File: config.mk
export PLATFORM = sky130hd
export DESIGN_NAME = tcp_rx_flow_setup_arb
export DESIGN_NICKNAME = d
export VERILOG_FILES = /design/src/rtl/tcp_rx_flow_setup_arb.sv
export SDC_FILE = /design/constraint.sdc
export NUM_CORES = 1
export LEC_CHECK = 0
export CAP_MARGIN = 20
export CORE_UTILIZATION = 38
export CTS_BUF_LIST = sky130_fd_sc_hd__clkbuf_2 sky130_fd_sc_hd__clkbuf_4 sky130_fd_sc_hd__clkbuf_8
export CTS_CLUSTER_SIZE = 14
export DETAILED_ROUTE_END_ITERATION = 8
export GPL_TIMING_DRIVEN = 0
export PLACE_DENSITY = 0.71
export SLEW_MARGIN = 20
export SYNTH_ARGS = -nofsm -noshare
export SYNTH_HDL_FRONTEND = slang
export SYNTH_SLANG_ARGS = --single-unit
File: constraint.sdc
create_clock -name clk -period 4 [get_ports clk]
set_input_delay 1.2 -clock clk [delete_from_list [all_inputs] [get_ports clk]]
set_output_delay 1.2 -clock clk [all_outputs]
set_load 0.02 [all_outputs]
File: src/rtl/tcp_rx_flow_setup_arb.sv
// tcp_rx_flow_setup_arb
// Arbitrates slow-path TCP connection-setup requests from NUM_CHAN channels
// and walks one accepted request at a time through flow-ID allocation,
// per-flow state initialisation, SYN-ACK enqueue and application notification.
// Ports:
//   clk, rst                         clock, synchronous active-high reset
//   slow_path_val/flags/rdy          per-channel request in, one-hot accept out
//   slow_path_done_val/rdy           completion handshake with done_chan,
//                                    drop_pkt, drop_reason
//   flowid_manager_req/avail/in      pop a flow ID from the free list
//   flowid_release_val/rdy           return cur_flowid after an init timeout
//   cur_flowid                       flow ID of the request in progress
//   init_state_*, send_pkt_enqueue_*, app_flow_notif_*  downstream handshakes
//   drop_cnt_nosyn/noid/tmo          saturating drop counters
module tcp_rx_flow_setup_arb #(
  parameter int NUM_CHAN     = 2,
  parameter int FLOWID_W     = 8,
  parameter int MAX_RETRY    = 4,
  parameter int INIT_TIMEOUT = 64,
  parameter int CNT_W        = 16
) (
  input  logic                  clk,
  input  logic                  rst,
  input  logic [NUM_CHAN-1:0]   slow_path_val,
  input  logic [8*NUM_CHAN-1:0] slow_path_flags,
  output logic [NUM_CHAN-1:0]   slow_path_rdy,
  output logic                  slow_path_done_val,
  input  logic                  slow_path_done_rdy,
  output logic [2:0]            done_chan,
  output logic                  drop_pkt,
  output logic [1:0]            drop_reason,
  output logic                  flowid_manager_req,
  input  logic                  flowid_avail,
  input  logic [FLOWID_W-1:0]   flowid_in,
  output logic                  flowid_release_val,
  input  logic                  flowid_release_rdy,
  output logic [FLOWID_W-1:0]   cur_flowid,
  output logic                  init_state_val,
  input  logic                  init_state_rdy,
  output logic                  send_pkt_enqueue_val,
  input  logic                  send_pkt_enqueue_rdy,
  output logic                  app_flow_notif_val,
  input  logic                  app_flow_notif_rdy,
  output logic [CNT_W-1:0]      drop_cnt_nosyn,
  output logic [CNT_W-1:0]      drop_cnt_noid,
  output logic [CNT_W-1:0]      drop_cnt_tmo
);

  localparam int unsigned NCH = NUM_CHAN;
  localparam int RETRY_W = $clog2(MAX_RETRY + 2);
  localparam int WAIT_W  = (INIT_TIMEOUT > 1) ? $clog2(INIT_TIMEOUT) : 1;
  localparam logic [RETRY_W-1:0] RETRY_LAST = RETRY_W'(MAX_RETRY);
  // The wait counter is 0 on the first INIT_STATE cycle, so the timeout
  // decision is taken on the INIT_TIMEOUT-th cycle spent waiting.
  localparam logic [WAIT_W-1:0]  TMO_LAST =
    WAIT_W'((INIT_TIMEOUT > 0) ? INIT_TIMEOUT - 1 : 0);

  typedef enum logic [2:0] {
    IDLE, NEW_FLOWID, INIT_STATE, SEND_SYN_ACK, NOTIF_APP, RELEASE, FIN
  } state_t;

  typedef enum logic [1:0] {
    R_NONE = 2'b00, R_NOSYN = 2'b01, R_NOID = 2'b10, R_TMO = 2'b11
  } reason_t;

  state_t                state_q, state_d;
  reason_t               reason_q, reason_d;
  logic [2:0]            last_q, last_d;
  logic [2:0]            chan_q, chan_d;
  logic [RETRY_W-1:0]    retry_q, retry_d;
  logic [WAIT_W-1:0]     wait_q, wait_d;
  logic [FLOWID_W-1:0]   flowid_q, flowid_d;
  logic [CNT_W-1:0]      nosyn_q, nosyn_d, noid_q, noid_d, tmo_q, tmo_d;

  logic [2:0]            grant;
  logic                  grant_vld;
  logic [7:0]            sel_flags;

  // Round-robin: first valid channel strictly after last_q, wrapping.
  always_comb begin
    grant     = '0;
    grant_vld = 1'b0;
    for (int unsigned k = 1; k <= NCH; k++) begin
      for (int unsigned i = 0; i < NCH; i++) begin
        if (!grant_vld && slow_path_val[i] && (i == (32'(last_q) + k) % NCH)) begin
          grant     = 3'(i);
          grant_vld = 1'b1;
        end
      end
    end
  end

  always_comb begin
    sel_flags     = '0;
    slow_path_rdy = '0;
    for (int unsigned i = 0; i < NCH; i++) begin
      if (grant == 3'(i)) begin
        sel_flags = slow_path_flags[8*i +: 8];
        slow_path_rdy[i] = (state_q == IDLE) && grant_vld && !rst;
      end
    end
  end

  always_comb begin
    state_d  = state_q;
    reason_d = reason_q;
    last_d   = last_q;
    chan_d   = chan_q;
    retry_d  = retry_q;
    wait_d   = wait_q;
    flowid_d = flowid_q;
    nosyn_d  = nosyn_q;
    noid_d   = noid_q;
    tmo_d    = tmo_q;
    slow_path_done_val   = 1'b0;
    drop_pkt             = 1'b0;
    flowid_manager_req   = 1'b0;
    flowid_release_val   = 1'b0;
    init_state_val       = 1'b0;
    send_pkt_enqueue_val = 1'b0;
    app_flow_notif_val   = 1'b0;

    unique case (state_q)
      IDLE: begin
        if (grant_vld) begin
          chan_d  = grant;
          retry_d = '0;
          if (sel_flags == 8'h02) begin
            reason_d = R_NONE;
            state_d  = NEW_FLOWID;
          end else begin
            reason_d = R_NOSYN;
            state_d  = FIN;
          end
        end
      end
      NEW_FLOWID: begin
        if (flowid_avail) begin
          flowid_manager_req = 1'b1;
          flowid_d = flowid_in;
          wait_d   = '0;
          state_d  = INIT_STATE;
        end else if (retry_q == RETRY_LAST) begin
          reason_d = R_NOID;
          state_d  = FIN;
        end else begin
          retry_d = retry_q + 1'b1;
        end
      end
      INIT_STATE: begin
        init_state_val = 1'b1;
        if (init_state_rdy) begin
          state_d = SEND_SYN_ACK;
        end else if ((INIT_TIMEOUT > 0) && (wait_q == TMO_LAST)) begin
          reason_d = R_TMO;
          state_d  = RELEASE;
        end else if (wait_q != TMO_LAST) begin
          wait_d = wait_q + 1'b1;
        end
      end
      SEND_SYN_ACK: begin
        send_pkt_enqueue_val = 1'b1;
        if (send_pkt_enqueue_rdy) state_d = NOTIF_APP;
      end
      NOTIF_APP: begin
        app_flow_notif_val = 1'b1;
        if (app_flow_notif_rdy) state_d = FIN;
      end
      RELEASE: begin
        flowid_release_val = 1'b1;
        if (flowid_release_rdy) state_d = FIN;
      end
      FIN: begin
        slow_path_done_val = 1'b1;
        drop_pkt = (reason_q != R_NONE);
        if (slow_path_done_rdy) begin
          state_d = IDLE;
          last_d  = chan_q;
          unique case (reason_q)
            R_NOSYN: if (nosyn_q != '1) nosyn_d = nosyn_q + 1'b1;
            R_NOID:  if (noid_q  != '1) noid_d  = noid_q  + 1'b1;
            R_TMO:   if (tmo_q   != '1) tmo_d   = tmo_q   + 1'b1;
            default: ;
          endcase
        end
      end
      default: state_d = IDLE;
    endcase

    if (rst) begin
      slow_path_done_val   = 1'b0;
      drop_pkt             = 1'b0;
      flowid_manager_req   = 1'b0;
      flowid_release_val   = 1'b0;
      init_state_val       = 1'b0;
      send_pkt_enqueue_val = 1'b0;
      app_flow_notif_val   = 1'b0;
    end
  end

  always_ff @(posedge clk) begin
    if (rst) begin
      state_q  <= IDLE;
      reason_q <= R_NONE;
      last_q   <= 3'(NUM_CHAN - 1);
      chan_q   <= '0;
      retry_q  <= '0;
      wait_q   <= '0;
      flowid_q <= '0;
      nosyn_q  <= '0;
      noid_q   <= '0;
      tmo_q    <= '0;
    end else begin
      state_q  <= state_d;
      reason_q <= reason_d;
      last_q   <= last_d;
      chan_q   <= chan_d;
      retry_q  <= retry_d;
      wait_q   <= wait_d;
      flowid_q <= flowid_d;
      nosyn_q  <= nosyn_d;
      noid_q   <= noid_d;
      tmo_q    <= tmo_d;
    end
  end

  assign done_chan      = chan_q;
  assign drop_reason    = reason_q;
  assign cur_flowid     = flowid_q;
  assign drop_cnt_nosyn = nosyn_q;
  assign drop_cnt_noid  = noid_q;
  assign drop_cnt_tmo   = tmo_q;

endmodule

# Word level (Yosys, flattened, before mapping)
# Cells that the tools add are included.
# totals
input_bits	34
latch_bits	0
memories	0
reg_bits	74
ram_bits	0
out_inout_bits	70
romBits	0
elab_cells	133
# classes
n_div	0
n_mul	0
n_shift	0
addsub	7
order_cmp	0
n_reduce_logical	31
n_eq_ne	32
bitwise_logic	0
muxes	53
# ops
operator	count
$logic_not 32->1	2
$add 16x1->16 const B	3
$ne 16x16->1 const B	3
$mux 3	14
$ne 2x2->1 const B	13
$mux 1	24
$mux 6	4
$pmux 3 s7	1
$mux 8	2
$reduce_and 4->1	4
$eq 3x3->1 const B	4
$pmux 6 s2	1
$mux 2	5
$logic_and 1x1->1	9
$eq 8x2->1 const B	1
$reduce_and 7->1	1
$add 6x1->6 const B	1
$eq 3x1->1 const B	2
$eq 3x2->1 const B	2
$eq 6x6->1 const B	1
$logic_not 3->1	2
$ne 3x3->1 const B	2
$ne 6x6->1 const B	1
$pmux 2 s3	1
other kinds (11)	20

# Logic depth before layout (Yosys ltp)
# Gate-level depths: netlist (run 1).
# logic_depth
word_depth	23
depth_mapped	7
mapped_depth_nobuf	7

# Least setup slack after synthesis (run 1)
# Ideal clock, no wire load.
# synth_path
kind	input port to output port
startpoint	input port rst
endpoint	output port drop_pkt
required_ns	2.800
path_buffers	1
slack_ns	0.011
stages	3
arrival_ns	2.789
cell_sequence	clkbuf_1 -> nor4b_1 -> a21boi_0
# synth_via
elab_chain_cells	1
# synth_rtl
item	line	rtl
start: declaration	23	input logic rst,
$mux 1	190	if (rst) begin
end: declaration	30	output logic drop_pkt,
# Every way passes these cells.

# Worst setup path after layout (run 1)
# layout_path
startpoint	input port flowid_avail
endpoint	output port flowid_manager_req
# layout_via
elab_chain_cells	3
# layout_rtl
item	line	rtl
start: declaration	33	input logic flowid_avail,
$mux 1	138	if (flowid_avail) begin
$mux 1	123	unique case (state_q)
$mux 1	190	
end: declaration	32	output logic flowid_manager_req,
# Every way passes these cells.

==> impl_metrics.py, run 1 <==
metrics = {
    "critical_path": {
        "cpLargestDelayFamily": "buffers and inverters",
        "crit_path_end_kind": "output pin",
        "slowest_delay_ps": 630,
        "cp_num_buf_inv": 2,
        "cp.arrival_ps": 2690,
        "critical_path_class": "in -> out",
        "cpMaxStageDelayCell": "clkdlybuf4s50_1",
        "required_ps": 2800,
        "r2r_start": "drop_cnt_nosyn[0]",
        "critical_path.startpoint": "flowid_avail",
        "cp_common_cell": "clkdlybuf4s50_1",
        "cp_max_fo": 5,
        "worstSetupStartpointType": "input port",
        "cp_cell_sequence": "clkdlybuf4s50_1 -> nand3b_1 -> nor2_1 -> clkdlybuf4s50_1",
    },
    "cells_and_area": {
        "final_cells": 692,
        "fin_nets": 598,
        "num-fill-cells": 907,
        "syn_to_final_growth_pct": 37.9,
        "regArea_um2": 1440,
        "antenna_cells": 0,
        "multi_input_area_um2": 2140,
        "drive_gt1_frac": 0.0710,
    },
    "power_and_ir_drop": {
        "leakage_nw": 1.66,
        "p_total_w": 0.00200,
        "power_density_nw_per_um2": 391,
        "ir_worst_vdd_v": 0.000167,
    },
    "drt": {
        "ant_nets": 0,
        "vias_per_cell": 5.31,
        "routed_wirelength_um": 9960,
        "wl_per_cell_um": 14.4,
        "vias": 3673,
        "drc": 0,
        "first_pass_iters": 6,
        "first_iter_violations": 203,
    },
    "synth": {
        "synth_cells": 445,
        "synth-seq-cells": 72,
        "synth_area_um2": 3700,
        "async_flop_share": 0,
        "yosys_warnings": 0,
        "yosysMostFrequentCell": "dfxtp_1",
        "ys_seq_area_frac": 0.389,
        "yosys-top-cells-count": "dfxtp_1 (72), nor2_1 (57), nand2_1 (38)",
        "synth.distinct_cells": 53,
        "syn_avg_cell_area_um2": 8.33,
        "yosys-top-cells-area": "dfxtp_1 (39%), xnor2_1 (8.7%), nor2_1 (5.8%)",
        "synth_top_cell_by_area": "dfxtp_1",
        "synth_edf_count": 0,
        "synth.top_cell.area_share": 0.389,
        "synth-main-ff-cell": "dfxtp_1",
    },
    "clock_network": {
        "cts_buffers": 9,
        "h-tree-depth": 3,
        "cts_root_buf": "clkbuf_8",
        "cts_hold_buf": 0,
        "cts_tree": "built",
        "insertion_delay_ps": 340,
        "clkTransAtPathRegs_ps": 80,
        "cts.sinks": 72,
        "cts_buffer_depth": 2,
    },
    "sta": {
        "finalHoldViolCount": 0,
        "setup_viol": 0,
        "rsz0062_at_grt": "false",
        "fin_hold_ws_ps": 463,
        "period_needed_ps": 3890,
        "tns_ps": 0,
        "setup_ws_ps": 105,
        "fmax_mhz": 257,
        "finalCritPeriodShare": 0.974,
        "slew_headroom": 0.301,
        "maxSlewViolCount": 0,
        "worstMarginPinSlew_ps": 1050,
        "clock_skew_ps": 8.15,
    },
    "placed_design": {
        "hpwlAfterDp_um": 7560,
        "place_inst": 675,
        "gp_congestion": 0.897,
        "place_ws_ps": -208,
        "port_buffers": 100,
    },
    "global_routing": {
        "grt_max_degree": 13,
        "grt_pass1_wl_um": 16400,
        "track_usage": 0.204,
        "grt_pass1_vias": 3507,
        "grt.overflow.total": 0,
        "antenna_found_initial": 0,
    },
    "floorplanning": {
        "die_height_um": 101,
        "initial_core_util": 0.397,
        "core_area_um2": 9330,
        "rows": 35,
        "ios": 104,
        "dieWidth_um": 101,
        "dieArea_um2": 10100,
    },
    "hold_path": {
        "worstHoldPathType": "reg -> reg",
        "hold_path.startpoint": "cur_flowid[0]",
    },
    "outcome": {
        "status": "finished, final reports clean",
    },
    "run": {
        "drv_cap": 0,
    },
}
==> path summary, 6_finish.rpt <==
check        cells after the start            endpoint  slack, ps
max                              4  flowid_manager_req        110
min reg2reg                      2       cur_flowid[0]        460
min                              2       cur_flowid[0]        460
max reg2reg                      7   drop_cnt_nosyn[8]       1730
==> state kept, by name, summed over array words and instances (netlist names) <==
| signal | flops |
|---|---|
| last_q | 1 |
| drop_reason | 2 |
| cur_flowid | 8 |
| drop_cnt_tmo | 16 |
| wait_q | 6 |
| state_q | 3 |
| retry_q | 3 |
| drop_cnt_noid | 16 |
| drop_cnt_nosyn | 16 |
| done_chan | 1 |
==> power by group <==
group	switching [W]	leakage [nW]	internal, W
Sequential	0.0000503	0.582	0.000760
Combinational	0.000318	0.970	0.000236
Clock	0.000269	0.110	0.000365
Total	0.000637	1.66	0.00136
==> per-stage QoR <==
step | utilization | cell area (µm²)
after detailed placement | 0.522 | 4870
after CTS | 0.547 | 5100
after global routing | 0.548 | 5110
after floorplan | - | 3710
final | 0.548 | 5110
after global placement | 0.522 | 4870
==> final cells by class <==
class,count,area share
buffer,20,0.0194
clock buffer,11,0.0272
clock inverter,5,0.0159
inverter,9,0.00686
multi-input combinational,345,0.420
sequential,72,0.282
tap,129,0.0316
timing repair buffer,101,0.197
==> logic make-up (layout without fill, tap and decap cells) <==
| family | after synthesis | count (layout) | synth area share |
|---|---|---|---|
| multiplexers | 7 | 7 | 0.0189 |
| AO/OA/AOI/OAI | 70 | 70 | 0.121 |
| buffers and inverters | 29 | 146 | 0.0351 |
| adder cells (fa/ha/maj) | 6 | 6 | 0.0203 |
| AND/OR/NAND/NOR | 218 | 218 | 0.316 |
| XOR/XNOR | 42 | 42 | 0.0993 |
| flip-flops | 72 | 72 | 0.389 |
| other | 1 | 2 | 0.00101 |
==> layout by cell type, fill, tap and decap left out, types with 11 or more instances in the layout <==
master and n:
nor4_1 11, a21oi_1 22, dfxtp_1 72, clkdlybuf4s50_1 99
nor2_1 57, xnor2_1 37, nor3_1 20, nand4_1 16
nand3_1 26, o21ai_0 17, nand2_1 38
==> per-layer routing <==
metal	GRT usage	wire [µm]	up-vias
met1	0.251	4500	1726
met5	0	0	-
met3	0.0347	485	11
met2	0.354	4840	108
li1	-	-	1828
met4	0.0825	139	0
==> worst min-delay path, cell delays in order (launching register included) <==
cell and delay, ps:
dfxtp_1 310, nand2_1 50, a21oi_1 50
==> what timing repair did <==
| item | 4_1_cts | 5_1_grt |
|---|---|---|
| setup endpoints to repair | 6 | 1 |
| cloned | 0 | 0 |
| setup buffers | 1 | 0 |
| pin swaps | 1 | 0 |
| resized for setup | 5 | 1 |
(Power assumes the default switching activity.)
==> inputs of run 2 (changes only) <==
Settings changed: CELL_PAD_IN_SITES_DETAIL_PLACEMENT from default to 1, CELL_PAD_IN_SITES_GLOBAL_PLACEMENT from default to 1, PLACE_DENSITY 0.71 to 0.91.
==> impl_metrics.py, run 2 (synthesis results as in run 1) <==
metrics = {
    "cells_and_area": {
        "mostFrequentLayoutCells": "clkdlybuf4s50_1 (99), dfxtp_1 (72), nor2_1 (57)",
        "final_common_cell": "clkdlybuf4s50_1",
        "drive_gt1_frac": 0.0746,
        "syn_to_final_growth_pct": 37.7,
        "num-fill-cells": 1123,
        "final_cells": 692,
        "antenna_cells": 0,
        "fin_area_um2": 5100,
        "fin_nets": 598,
        "final_util": 0.547,
    },
    "sta": {
        "maxSlewViolCount": 0,
        "rsz0062_at_grt": "false",
        "finalHoldViolCount": 0,
        "worstMarginPinSlew_ps": 1090,
        "slew_headroom": 0.267,
        "fin_hold_ws_ps": 464,
        "period_needed_ps": 3910,
        "setup_viol": 0,
        "clock_skew_ps": 12.6,
        "fmax_mhz": 256,
        "finalCritPeriodShare": 0.978,
    },
    "floorplanning": {
        "die_height_um": 101,
        "initial_core_util": 0.397,
        "core_area_um2": 9330,
        "dieArea_um2": 10100,
        "rows": 35,
        "dieWidth_um": 101,
        "ios": 104,
    },
    "global_routing": {
        "grt_max_degree": 13,
        "antenna_found_initial": 0,
        "grt_pass1_vias": 4062,
        "track_usage": 0.251,
        "grt.overflow.total": 0,
        "grt_pass1_wl_um": 20100,
    },
    "clock_network": {
        "cts_buffers": 9,
        "cts.sinks": 72,
        "insertion_delay_ps": 350,
        "h-tree-depth": 3,
        "cts_root_buf": "clkbuf_8",
        "cts_buffer_depth": 2,
        "clkTransAtPathRegs_ps": 80,
        "cts_tree": "built",
    },
    "drt": {
        "vias": 3873,
        "first_pass_iters": 4,
        "routed_wirelength_um": 12100,
        "vias_per_cell": 5.60,
        "drc": 0,
        "wl_per_cell_um": 17.5,
        "first_iter_violations": 87,
        "ant_nets": 0,
    },
    "placed_design": {
        "place_inst": 675,
        "hpwlAfterDp_um": 8920,
        "port_buffers": 100,
        "gp_congestion": 0.917,
        "placed_area_um2": 4870,
    },
    "power_and_ir_drop": {
        "pwr-share-clk": 0.299,
        "p_int_w": 0.00131,
        "power_density_nw_per_um2": 389,
        "switchingPower_w": 0.000674,
        "p_comb_frac": 0.291,
        "swShare": 0.340,
        "power_frac_seq": 0.410,
        "leakage_nw": 1.67,
        "ir_worst_vdd_v": 0.000213,
    },
    "critical_path": {
        "critical_path_class": "in -> out",
        "cp_max_fo": 5,
        "reg2regPathDepth": 6,
        "cp.arrival_ps": 2710,
        "worstSetupStartpointType": "input port",
        "crit_path_end_kind": "output pin",
        "required_ps": 2800,
    },
    "outcome": {
        "status": "finished, final reports clean",
    },
    "run": {
        "drv_cap": 0,
    },
    "hold_path": {
        "hold_depth": 2,
        "worstHoldPathType": "reg -> reg",
    },
}
## run 2: power groups by stage
stage | logic [W] | clock network, W | registers [W]
floorplan | 0.000341 | 0 | 0.000835
global route | 0.000624 | 0.000624 | 0.000819
CTS | 0.000573 | 0.000597 | 0.000813
finish | 0.000577 | 0.000592 | 0.000813
global placement | 0.000538 | 0 | 0.000822
detailed placement | 0.000559 | 0 | 0.000827
## run 2: critical path: stages
cell and delay (ps):
clkdlybuf4s50_1 560, nand3b_1 180, nor2_1 120, clkdlybuf4s50_1 640
## run 2: final timing paths
kind,from,end,slack (ps)
max,flowid_avail,flowid_manager_req,90
min,cur_flowid[0],cur_flowid[0],460
max reg2reg,drop_cnt_tmo[3],drop_cnt_tmo[4],1560
min reg2reg,cur_flowid[0],cur_flowid[0],460
## run 2: stage by stage
stage	setup TNS (ps)	setup WS (ps)	total power [W]
after floorplan	0	11.4	0.00118
after global placement	-883	-229	0.00136
after detailed placement	-922	-245	0.00139
after CTS	-19.5	-19.5	0.00198
after global routing	0	12.6	0.00207
final	0	88.6	0.00198
## run 2: area by class of cell
cell class                      instances  area, µm²  area share
Timing Repair Buffer                  101       1010       0.198
Inverter                                9       35.0     0.00687
Buffer                                 20       98.8      0.0194
Tap cell                              129        161      0.0316
Clock buffer                           11        145      0.0285
Multi-Input combinational cell        345       2150       0.422
Sequential cell                        72       1440       0.283
Clock inverter                          5       56.3      0.0110
## run 2: metal layers
metal,share of wire,track usage
met3,0.042,0.0340
met4,0.026,0.123
met2,0.52,0.452
met1,0.41,0.292
met5,0,0
## run 2: timing repair
item / in CTS / in global routing
resized for setup: 6 / 1
setup buffers: 1 / 0
hold buffers: 0 / 0
setup endpoints to repair: 6 / 1
pin swaps: 1 / 0
==> inputs of run 3 (changes only) <==
Settings changed: CORE_ASPECT_RATIO from default to 2.
==> impl_metrics.py, run 3 (synthesis results as in run 1) <==
metrics = {
    "floorplanning": {
        "dieWidth_um": 71.8,
        "die_height_um": 142,
        "ios": 104,
        "rows": 50,
        "core_area_um2": 9380,
        "initial_core_util": 0.395,
        "dieArea_um2": 10200,
    },
    "drt": {
        "first_iter_violations": 163,
        "vias_per_cell": 5.71,
        "routed_wirelength_um": 11900,
        "ant_nets": 0,
        "routed-wl-met3_um": 385,
        "wl_met2_um": 7030,
        "drc": 0,
        "vias": 3806,
        "wl_per_cell_um": 17.9,
        "top_layer_used": "met4",
        "wl_met1_um": 3980,
        "first_pass_iters": 4,
    },
    "critical_path": {
        "worstSetupStartpointType": "input port",
        "crit_path_end_kind": "output pin",
        "r2r_start": "drop_cnt_nosyn[0]",
        "required_ps": 2800,
        "cp.arrival_ps": 2730,
        "critical_path.startpoint": "flowid_avail",
        "cp_max_fo": 5,
        "critical_path_class": "in -> out",
    },
    "sta": {
        "fin_hold_ws_ps": 457,
        "setup_viol": 0,
        "fmax_mhz": 255,
        "worstMarginPinSlew_ps": 915,
        "period_needed_ps": 3930,
        "finalCritPeriodShare": 0.982,
        "clock_skew_ps": 9.06,
        "finalHoldViolCount": 0,
        "maxSlewViolCount": 0,
        "slew_headroom": 0.385,
        "rsz0062_at_grt": "false",
    },
    "power_and_ir_drop": {
        "switchingPower_w": 0.000669,
        "ir_worst_vdd_v": 0.000249,
        "p_comb_frac": 0.278,
        "leakage_nw": 1.69,
        "swShare": 0.324,
        "power_frac_seq": 0.393,
        "pwr-share-clk": 0.329,
        "p_int_w": 0.00140,
        "power_density_nw_per_um2": 405,
    },
    "cells_and_area": {
        "fin_nets": 598,
        "final_common_cell": "clkdlybuf4s50_1",
        "drive_gt1_frac": 0.0728,
        "regArea_um2": 1440,
        "num-fill-cells": 1155,
        "syn_to_final_growth_pct": 37.7,
        "final_util": 0.543,
        "multi_input_area_um2": 2150,
        "antenna_cells": 0,
        "mostFrequentLayoutCells": "clkdlybuf4s50_1 (98), dfxtp_1 (72), nor2_1 (57)",
    },
    "outcome": {
        "status": "finished, final reports clean",
    },
    "clock_network": {
        "cts_tree": "built",
        "clkTransAtPathRegs_ps": 70,
        "cts_hold_buf": 0,
        "cts_buffers": 9,
        "h-tree-depth": 3,
        "cts_buffer_depth": 2,
        "cts.sinks": 72,
        "cts_root_buf": "clkbuf_8",
        "insertion_delay_ps": 350,
    },
    "run": {
        "drv_cap": 0,
    },
    "global_routing": {
        "antenna_found_initial": 0,
        "grt_pass1_wl_um": 19300,
        "grt.overflow.total": 0,
        "grt_pass1_vias": 4140,
        "track_usage": 0.244,
        "grt_max_degree": 13,
    },
    "placed_design": {
        "hpwlAfterDp_um": 9350,
        "port_buffers": 100,
        "gp_congestion": 0.925,
    },
    "hold_path": {
        "hold_path.startpoint": "cur_flowid[7]",
        "worstHoldPathType": "reg -> reg",
    },
}
[run 3: cell type report]
class	instances	area share
Timing Repair Buffer	101	0.198
Buffer	20	0.0194
Multi-Input combinational cell	345	0.421
Clock buffer	12	0.0324
Inverter	9	0.00687
Sequential cell	72	0.283
Tap cell	104	0.0255
Clock inverter	4	0.0145
[run 3: power by group through the flow]
stage	logic, W	clock network [W]	registers [W]
2_1_floorplan	0.000341	0	0.000835
3_3_place_gp	0.000548	0	0.000823
3_5_place_dp	0.000567	0	0.000827
4_1_cts	0.000573	0.000691	0.000811
5_1_grt	0.000624	0.000718	0.000818
6_report	0.000574	0.000681	0.000813
[run 3: metrics by stage]
stage                     cell area [µm²]  std cells  setup TNS (ps)  setup WS (ps)  power [W]
final                                5100        667               0           71.8    0.00207
after floorplan                      3710        446               0           11.4    0.00118
after global placement               4840        650            -906           -286    0.00137
after detailed placement             4840        650           -1010           -285    0.00139
after global routing                 5100        667               0           11.4    0.00216
after CTS                            5090        667               0           79.1    0.00208
[run 3: what timing repair did]
action,in CTS,in global routing
setup buffers,1,0
endpoints found under the setup margin,5,1
gates resized for setup,6,1
pin swaps,1,0
[run 3: path summary, 6_finish.rpt]
kind / depth (start not counted) / endpoint / slack, ps
worst min-delay path: 2 / cur_flowid[7] / 460
worst max register to register: 7 / drop_cnt_nosyn[0] / 1700
worst max-delay path: 4 / flowid_manager_req / 70
worst min register to register: 2 / cur_flowid[7] / 460
[run 3: critical path, cell delays in order]
cell and delay, ps:
clkdlybuf4s50_1 580, nand3b_1 200, nor2_1 140, clkdlybuf4s50_1 610
[run 3: metal layers]
layer,up-vias,global-route usage
met1,1834,0.216
met5,-,0
met4,0,0.139
li1,1824,-
met3,35,0.0362
met2,113,0.494
==> RTL edit (flow settings as in run 2) <==
`NUM_CHAN`: 2 -> 1.
--- a/src/rtl/tcp_rx_flow_setup_arb.sv
+++ b/src/rtl/tcp_rx_flow_setup_arb.sv
@@ -13,7 +13,7 @@
 //   init_state_*, send_pkt_enqueue_*, app_flow_notif_*  downstream handshakes
 //   drop_cnt_nosyn/noid/tmo          saturating drop counters
 module tcp_rx_flow_setup_arb #(
-  parameter int NUM_CHAN     = 2,
+  parameter int NUM_CHAN     = 1,
   parameter int FLOWID_W     = 8,
   parameter int MAX_RETRY    = 4,
   parameter int INIT_TIMEOUT = 64,
Interface: changed (resized slow_path_flags, slow_path_rdy and slow_path_val); port bits go from 104 to 94. The function was not compared with the original's and may differ.
==> RTL edit against run 2 <==
  * Synthesized area fell by 6.5%
  * Combinational power fell by 32%
  * Sequential cell count fell by 2
  * Cell area fell by 7.8%
  * Setup slack got worse by 0.0017 ns
  * First-iteration DRC count rose by 14%
  * Largest power group unchanged
  * Power fell by 12%
  * Synthesized cell count fell by 5.8%
  * Critical path depth did not move
  * Routed wire length fell by 15%
  * Hold slack got worse by 0.0044 ns
  * Critical endpoint unchanged
  * Via count fell by 9.8%
  * Highest routed layer unchanged
  * Maximum frequency barely moved
  * Largest cell class unchanged
==> RTL edit: results (changes against run 2) <==
| Metric | Value |
|---|---|
| Seq/Total Area, Yosys | 40.4% (+1.5 points) |
| Non-Filler Instances | 634 (-8.4%) |
| Post-CTS setup buffer count | 0 (-1) |
| Synth warnings | 0 (unchanged) |
| Maximum vdd ir drop | 152 uV (-29%) |
| Detailed-placement wirelength estimate | 7550 um (-15%) |
| Via Count | 3495 (-9.8%) |
| DR iter-0 viols | 99 (+14%) |
| Mean Syn Cell Area | 8.27 sq um (-0.68%) |
| Min Hold Slack | 0.460 ns (-0.00442 ns) |
| WL/cell | 16.2 um (-7.6%) |
| Worst slew pin tran | 0.932 ns (-0.158 ns) |
| Vias in the first global route | 3561 (-12%) |
| Fillers | 1072 (-4.5%) |
| R2R Path End | drop_cnt_nosyn[8] |
| RR Startpoint | drop_cnt_nosyn[0] |
| Reg2Reg Setup Slack | 1.67 ns (+0.11 ns) |
| Hold wc startpoint | cur_flowid[5] |
| Nets | 552 (-7.7%) |
| Worst min-delay path endpoint | cur_flowid[5] |
| Distinct cells, synth | 48 (-9.4%) |
| Total track usage | 21.9% (-3.2 points) |
| LEAKAGE | 1.58 nW (-5.1%) |
| Global-route wire length before repair | 17000 um (-15%) |
| DP Cell Count | 618 (-8.4%) |
| Global placement routability congestion | 0.848 (-7.5%) |
| Top cells by area, synth | dfxtp_1, nor2_1, xnor2_1 |
| CP max FO | 9 (+4) |
| Clock skew | 0.0109 ns (-0.00166 ns) |
| Outcome | finished clean |
| Largest net degree at the start of global routing | 12 (-1) |
| Share of cells above drive strength 1 | 6.27% (-1.2 points) |
RTL edit: cell count changes in the layout (fill, tap and decap cells not counted), moves of 6 or more:
| cell | delta |
|---|---|
| xor2_1 | +15 |
| and3_1 | +6 |
| nor3_1 | -7 |
| a211oi_1 | -8 |
| nor4_1 | +6 |
| o21ai_0 | -7 |
| clkdlybuf4s50_1 | -11 |
| xnor2_1 | -14 |
RTL edit: logic make-up after synthesis:
kind of cell | Yosys count | synth area share, %
xor gates and xnor gates | 43 | 10.9
muxes | 5 | 1.48
and+or+nand+nor | 206 | 30.0
adders and majority gates | 6 | 2.17
DFF | 70 | 40.4
buffers and inverters | 30 | 3.72
other | 1 | 0.108
AOI/OAI and AO/OA | 58 | 11.2
RTL edit: per-stage QoR:
stage	worst slack (ns)	utilization [%]	area, sq um
4_1_cts	0.0402	53.6	4700
2_1_floorplan	0.580	-	3470
6_report	0.0870	53.7	4700
5_1_grt	0.00572	53.7	4700
3_5_place_dp	-0.310	51.3	4500
3_3_place_gp	-0.276	51.3	4500
RTL edit: what timing repair did:
| action | CTS | global route |
|---|---|---|
| resized for setup | 3 | 3 |
| setup endpoints to repair | 2 | 3 |
| hold buffers | 0 | 0 |
RTL edit: how the worst max path moves through the flow:
stage,from,to,slack [ns],cells after the start
floorplan,rst,slow_path_rdy,0.58,3
global placement,rst,init_state_val,-0.28,5
detailed placement,rst,init_state_val,-0.31,5
CTS,rst,flowid_manager_req,0.04,5
global route,flowid_avail,flowid_manager_req,0.006,4
finish,flowid_avail,flowid_manager_req,0.09,4
RTL edit: worst max-delay path: stages:
cell             delay, ns
clkdlybuf4s50_1       0.54
nand2_2               0.17
nor2_1                0.16
clkdlybuf4s50_1       0.64
RTL edit: power by group:
group          switching (W)  leakage [nW]  internal, W
Clock               0.000268         0.101     0.000307
Combinational       0.000229         0.918     0.000164
Sequential         0.0000413         0.565     0.000726
Total               0.000538          1.58      0.00120
RTL edit: cell type report:
type | instances | area (sq um) | share of cell area [%]
plain buffers | 21 | 100 | 2.13
flip-flops and latches | 70 | 1400 | 29.8
well taps | 108 | 135 | 2.87
inverters | 9 | 33.8 | 0.718
repair buffers | 89 | 893 | 19.0
clock inverters | 4 | 47.5 | 1.01
clock buffers | 12 | 146 | 3.11
multi-input cells | 321 | 1940 | 41.4
RTL edit: per-layer routing:
| metal | vias up | global-route usage (%) | routed length (um) |
|---|---|---|---|
| met1 | 1694 | 26.0 | 4530 |
| met5 | - | 0 | 0 |
| met2 | 106 | 37.4 | 4990 |
| met3 | 20 | 6.40 | 562 |
| li1 | 1675 | - | - |
| met4 | 0 | 7.69 | 185 |
